[src/rtl/iir_pasobajo_seq.sv]
// iir_pasobajo_seq: sequential direct-form-I biquad, one shared multiplier, one term per clock
module iir_pasobajo_seq #(
    parameter int cant_bits = 25,
    parameter int frac_bits = 14
) (
    input  logic                 clk,
    input  logic                 reset,
    input  logic                 start_i,
    input  logic [cant_bits-1:0] x_in_i,
    input  logic [cant_bits-1:0] cte_i,
    output logic [3:0]           sel_cte_o,
    output logic [cant_bits-1:0] y_out_o,
    output logic                 done_o,
    output logic                 busy_o
);
    localparam int prod_bits = 2 * cant_bits;
    localparam int acc_bits = prod_bits + 3;
    localparam logic signed [acc_bits-1:0] y_max = acc_bits'(2 ** (cant_bits - 1) - 1);
    localparam logic signed [acc_bits-1:0] y_min = -y_max - 1;
    typedef enum logic [1:0] {IDLE, MAC, OUT} state_t;
    state_t state_q;
    logic signed [cant_bits-1:0] x0_q, x1_q, x2_q, y1_q, y2_q, mul_d, y_d;
    logic signed [prod_bits-1:0] prod_d;
    logic signed [acc_bits-1:0] acc_q, acc_d, r_d;
    logic [2:0] k_q;
    // operand select, shared multiply-accumulate and saturating rescale of the sum
    always_comb begin
        mul_d = k_q == 3'd0 ? x0_q : k_q == 3'd1 ? x1_q : k_q == 3'd2 ? x2_q : k_q == 3'd3 ? y1_q : y2_q;
        prod_d = $signed(cte_i) * mul_d;
        acc_d = acc_q + {{(acc_bits - prod_bits){prod_d[prod_bits-1]}}, prod_d};
        r_d = acc_q >>> frac_bits;
        y_d = r_d > y_max ? y_max[cant_bits-1:0] : r_d < y_min ? y_min[cant_bits-1:0] : r_d[cant_bits-1:0];
    end
    // FSM: capture sample, accumulate five terms, then publish result and shift delay lines
    always_ff @(posedge clk) begin
        if (reset) begin
            state_q   <= IDLE;
            x0_q      <= '0;
            x1_q      <= '0;
            x2_q      <= '0;
            y1_q      <= '0;
            y2_q      <= '0;
            acc_q     <= '0;
            k_q       <= '0;
            sel_cte_o <= '0;
            y_out_o   <= '0;
            done_o    <= 1'b0;
            busy_o    <= 1'b0;
        end else begin
            case (state_q)
                IDLE: begin
                    done_o <= 1'b0;
                    busy_o <= start_i;
                    if (start_i) begin
                        x0_q      <= x_in_i;
                        acc_q     <= '0;
                        k_q       <= '0;
                        sel_cte_o <= 4'd5;
                        state_q   <= MAC;
                    end
                end
                MAC: begin
                    acc_q     <= acc_d;
                    k_q       <= k_q + 3'd1;
                    sel_cte_o <= k_q == 3'd0 ? 4'd6 : k_q == 3'd1 ? 4'd7 : k_q == 3'd2 ? 4'd1 : k_q == 3'd3 ? 4'd2 : 4'd0;
                    if (k_q == 3'd4) state_q <= OUT;
                end
                OUT: begin
                    y_out_o <= y_d;
                    y1_q    <= y_d;
                    y2_q    <= y1_q;
                    x1_q    <= x0_q;
                    x2_q    <= x1_q;
                    done_o  <= 1'b1;
                    state_q <= IDLE;
                end
                default: state_q <= IDLE;
            endcase
        end
    end
endmodule
[config.mk]
export PLATFORM = sky130hd
export DESIGN_NAME = iir_pasobajo_seq
export DESIGN_NICKNAME = d
export VERILOG_FILES = /design/src/rtl/iir_pasobajo_seq.sv
export SDC_FILE = /design/constraint.sdc
export NUM_CORES = 2
export LEC_CHECK = 0
export ABC_AREA = 1
export CAP_MARGIN = 10
export CELL_PAD_IN_SITES_DETAIL_PLACEMENT = 1
export CELL_PAD_IN_SITES_GLOBAL_PLACEMENT = 1
export CORE_ASPECT_RATIO = 0.5
export CORE_MARGIN = 3
export CORE_UTILIZATION = 44
export DETAILED_ROUTE_END_ITERATION = 10
export GPL_TIMING_DRIVEN = 0
export PLACE_DENSITY_LB_ADDON = 0.2
export SLEW_MARGIN = 15
export SYNTH_ARGS = -nofsm -noshare
export SYNTH_HDL_FRONTEND = slang
export SYNTH_SLANG_ARGS = --single-unit
export TNS_END_PERCENT = 100
[constraint.sdc]
create_clock -name clk -period 10.05 [get_ports clk]
set_clock_uncertainty 0.2 [all_clocks]
set_input_delay 2.01 -clock clk [delete_from_list [all_inputs] [get_ports clk]]
set_output_delay 2.01 -clock clk [all_outputs]
set_load 0.005 [all_outputs]
==> metrics <==
CTS Buf Count=17; Critical Path End Type=flop; synthesis-to-layout area growth=18.3%; core area=76200 µm²; total gr overflow=0; row count=71; first-pass GRT wire length=215000 µm; Final Max Tran Viols=0; Detail Route Antenna Nets=0; HPWL after DPL=119000 µm; Mapped Area=34400 µm²; Yosys Warn Count=0; CP max FO=10; largest family of logic cells by synthesized area=adder cells; worst slew pin tran=1.06 ns; placed cells=5610; Total Die Area=81700 µm²; Async S/R FF share, synth=0; Slew Limit Headroom=0.283; fin cells=5728; H-tree Lvls=4; effective utilization at floorplan=0.451; die extent in x=401 µm; drt initial violations=2869; I/O Pins=84; Yosys top cell area share=0.384; final hold violation count=0; Die Height=204 µm; Yosys cell types=56; CTS sink cnt=188; initial antenna violation count=4; DR DRC count=0; Synth Area in Compound Gates=0.0996; GPL Wtd Cong=1.02; Final Core Density=0.533; required time of the worst setup path=10.24 ns; critical path's largest stage delay=0.63 ns; period utilization=0.983; Final setup violation count=0; via count=32400; FF+latch area=3770 µm²; Post-synth EDFFs=0; Root Buffer Master=clkbuf_16; top cells by area, synth=fa_1 38%, dfxtp_1 11%, inv_1 10%; Max-Cap Viols=0; largest net degree at the start of global routing=20; Post-Synth Simple-Gate Area=0.198; All-Layer GR Usage=0.354; RSZ-0062 raised after global routing=yes; CTS tree=built; wire per inst=25.3 µm; Hold WS=0.261 ns; WP data arrival=10.07 ns; Worst setup SP type=input pin; Critical Path Most Common Cell=fa_1; clk slew on worst S/H paths=0.08 ns; Longest Clk Path Bufs=2; placed inst area=36400 µm²; Synth Register Bits=188; vias in the first global route=34300; Port Buffer Count=79; post-synthesis mux area share=0; fmax=0.101 GHz; fin crit period=9.88 ns; Crit-path slowest cell=fa_2; cell taking the most area after synthesis=fa_1; footprint of the multi-input gates=28500 µm²; Syn Inst Count=4509; Post-Syn Nets=5422; sequential share of the synthesized area=0.110; Synth Area in Adders=0.457; fraction of layout cells with a size suffix above 1=0.148; Synth Area in XOR/XNOR=0.0115; Clock Latency Late Sink=0.48 ns; min-delay worst type=flop to flop; commonest cells in the netlist=913 x inv_1, 792 x nand2_1, 713 x nor2_1; Syn Area/Cell=7.62 µm²; # fillers=9301; via/cell ratio=5.66; status=finished, final reports clean; dominant cell by count in the synthesized netlist=inv_1; Setup Crit Path Kind=input pin to flop; Total Routed Length=145000 µm; fin area=40600 µm²; final layout net count=5605; first drt pass iteration count=5; ys flop type=dfxtp_1
worst max-delay path, delay by kind of cell:
| kind | cells | cell delay [ns] |
|---|---|---|
| xor+xnor | 1 | 0.33 |
| fa+ha+maj | 9 | 4.30 |
| compound gates | 10 | 1.82 |
| simple gates | 6 | 0.73 |
| buf+inv | 8 | 0.84 |
placed cells by master, fill, tap and decap left out, types with 30 or more instances in the layout:
master and instances:
buf_4 97, nor2_1 637, inv_2 43, inv_1 872, a21oi_2 30, o21ai_0 187, clkbuf_1 54, fa_1 636
nand2_2 40, clkdlybuf4s50_1 56, ha_1 145, nand3_1 96, nor2_2 64, ha_4 49, a21oi_1 172, buf_6 30
nand2_1 745, dfxtp_1 185
cell type report:
cell class                      instances  share of cell area
Buffer                                170              0.0363
Multi-Input combinational cell       3207               0.701
Clock inverter                         14             0.00369
Tap cell                             1022              0.0315
Inverter                              942              0.0895
Antenna cell                            1           0.0000616
Sequential cell                       188              0.0927
Timing Repair Buffer                  166              0.0349
Clock buffer                           18              0.0108
routing by layer:
metal  wire (µm)  global-route usage  vias up
li1            -                   -    14000
met1       62500               0.488    16800
met2       64600               0.559     1361
met3       13300              0.0858      234
met4        4220              0.0941        0
met5           0                   0        -
kinds of logic after synthesis:
group	Yosys count
AND/OR/NAND/NOR	1710
buffers and inverters	1114
adder cells (fa/ha/maj)	860
AO/OA/AOI/OAI	591
flip-flops	188
XOR/XNOR	45
other	1
what timing repair did:
action,CTS,global route
hold buffers,0,0
pin swaps,19,88
setup buffers,24,63
endpoints found under the setup margin,38,34
gates resized for setup,487,454
through the flow:
stage	TNS, ns	worst slack [ns]
floorplan	0	0.291
global placement	-68.62	-2.50
detailed placement	-72.22	-2.64
CTS	-0.00462	-0.00462
global route	-1.19	-0.119
finish	0	0.175
flip-flops by register name, indices dropped and copies added (netlist names):
name and count:
y2_q 25, sel_cte_o 3, done_o 1, state_q 2
x0_q 25, acc_q 53, x1_q 25, k_q 3
busy_o 1, y1_q 25, x2_q 25
final timing paths:
kind | start | endpoint | slack (ns) | cells past startpoint
worst max-delay path | cte_i[19] | acc_q[40] | 0.17 | 34
worst min-delay path | y2_q[0] | y2_q[0] | 0.26 | 2
worst max register to register | k_q[0] | acc_q[40] | 0.20 | 41
worst min register to register | y2_q[0] | y2_q[0] | 0.26 | 2
Power is not shown: default switching activity piles up to over one toggle a cycle in this logic, so the estimate is an artifact.
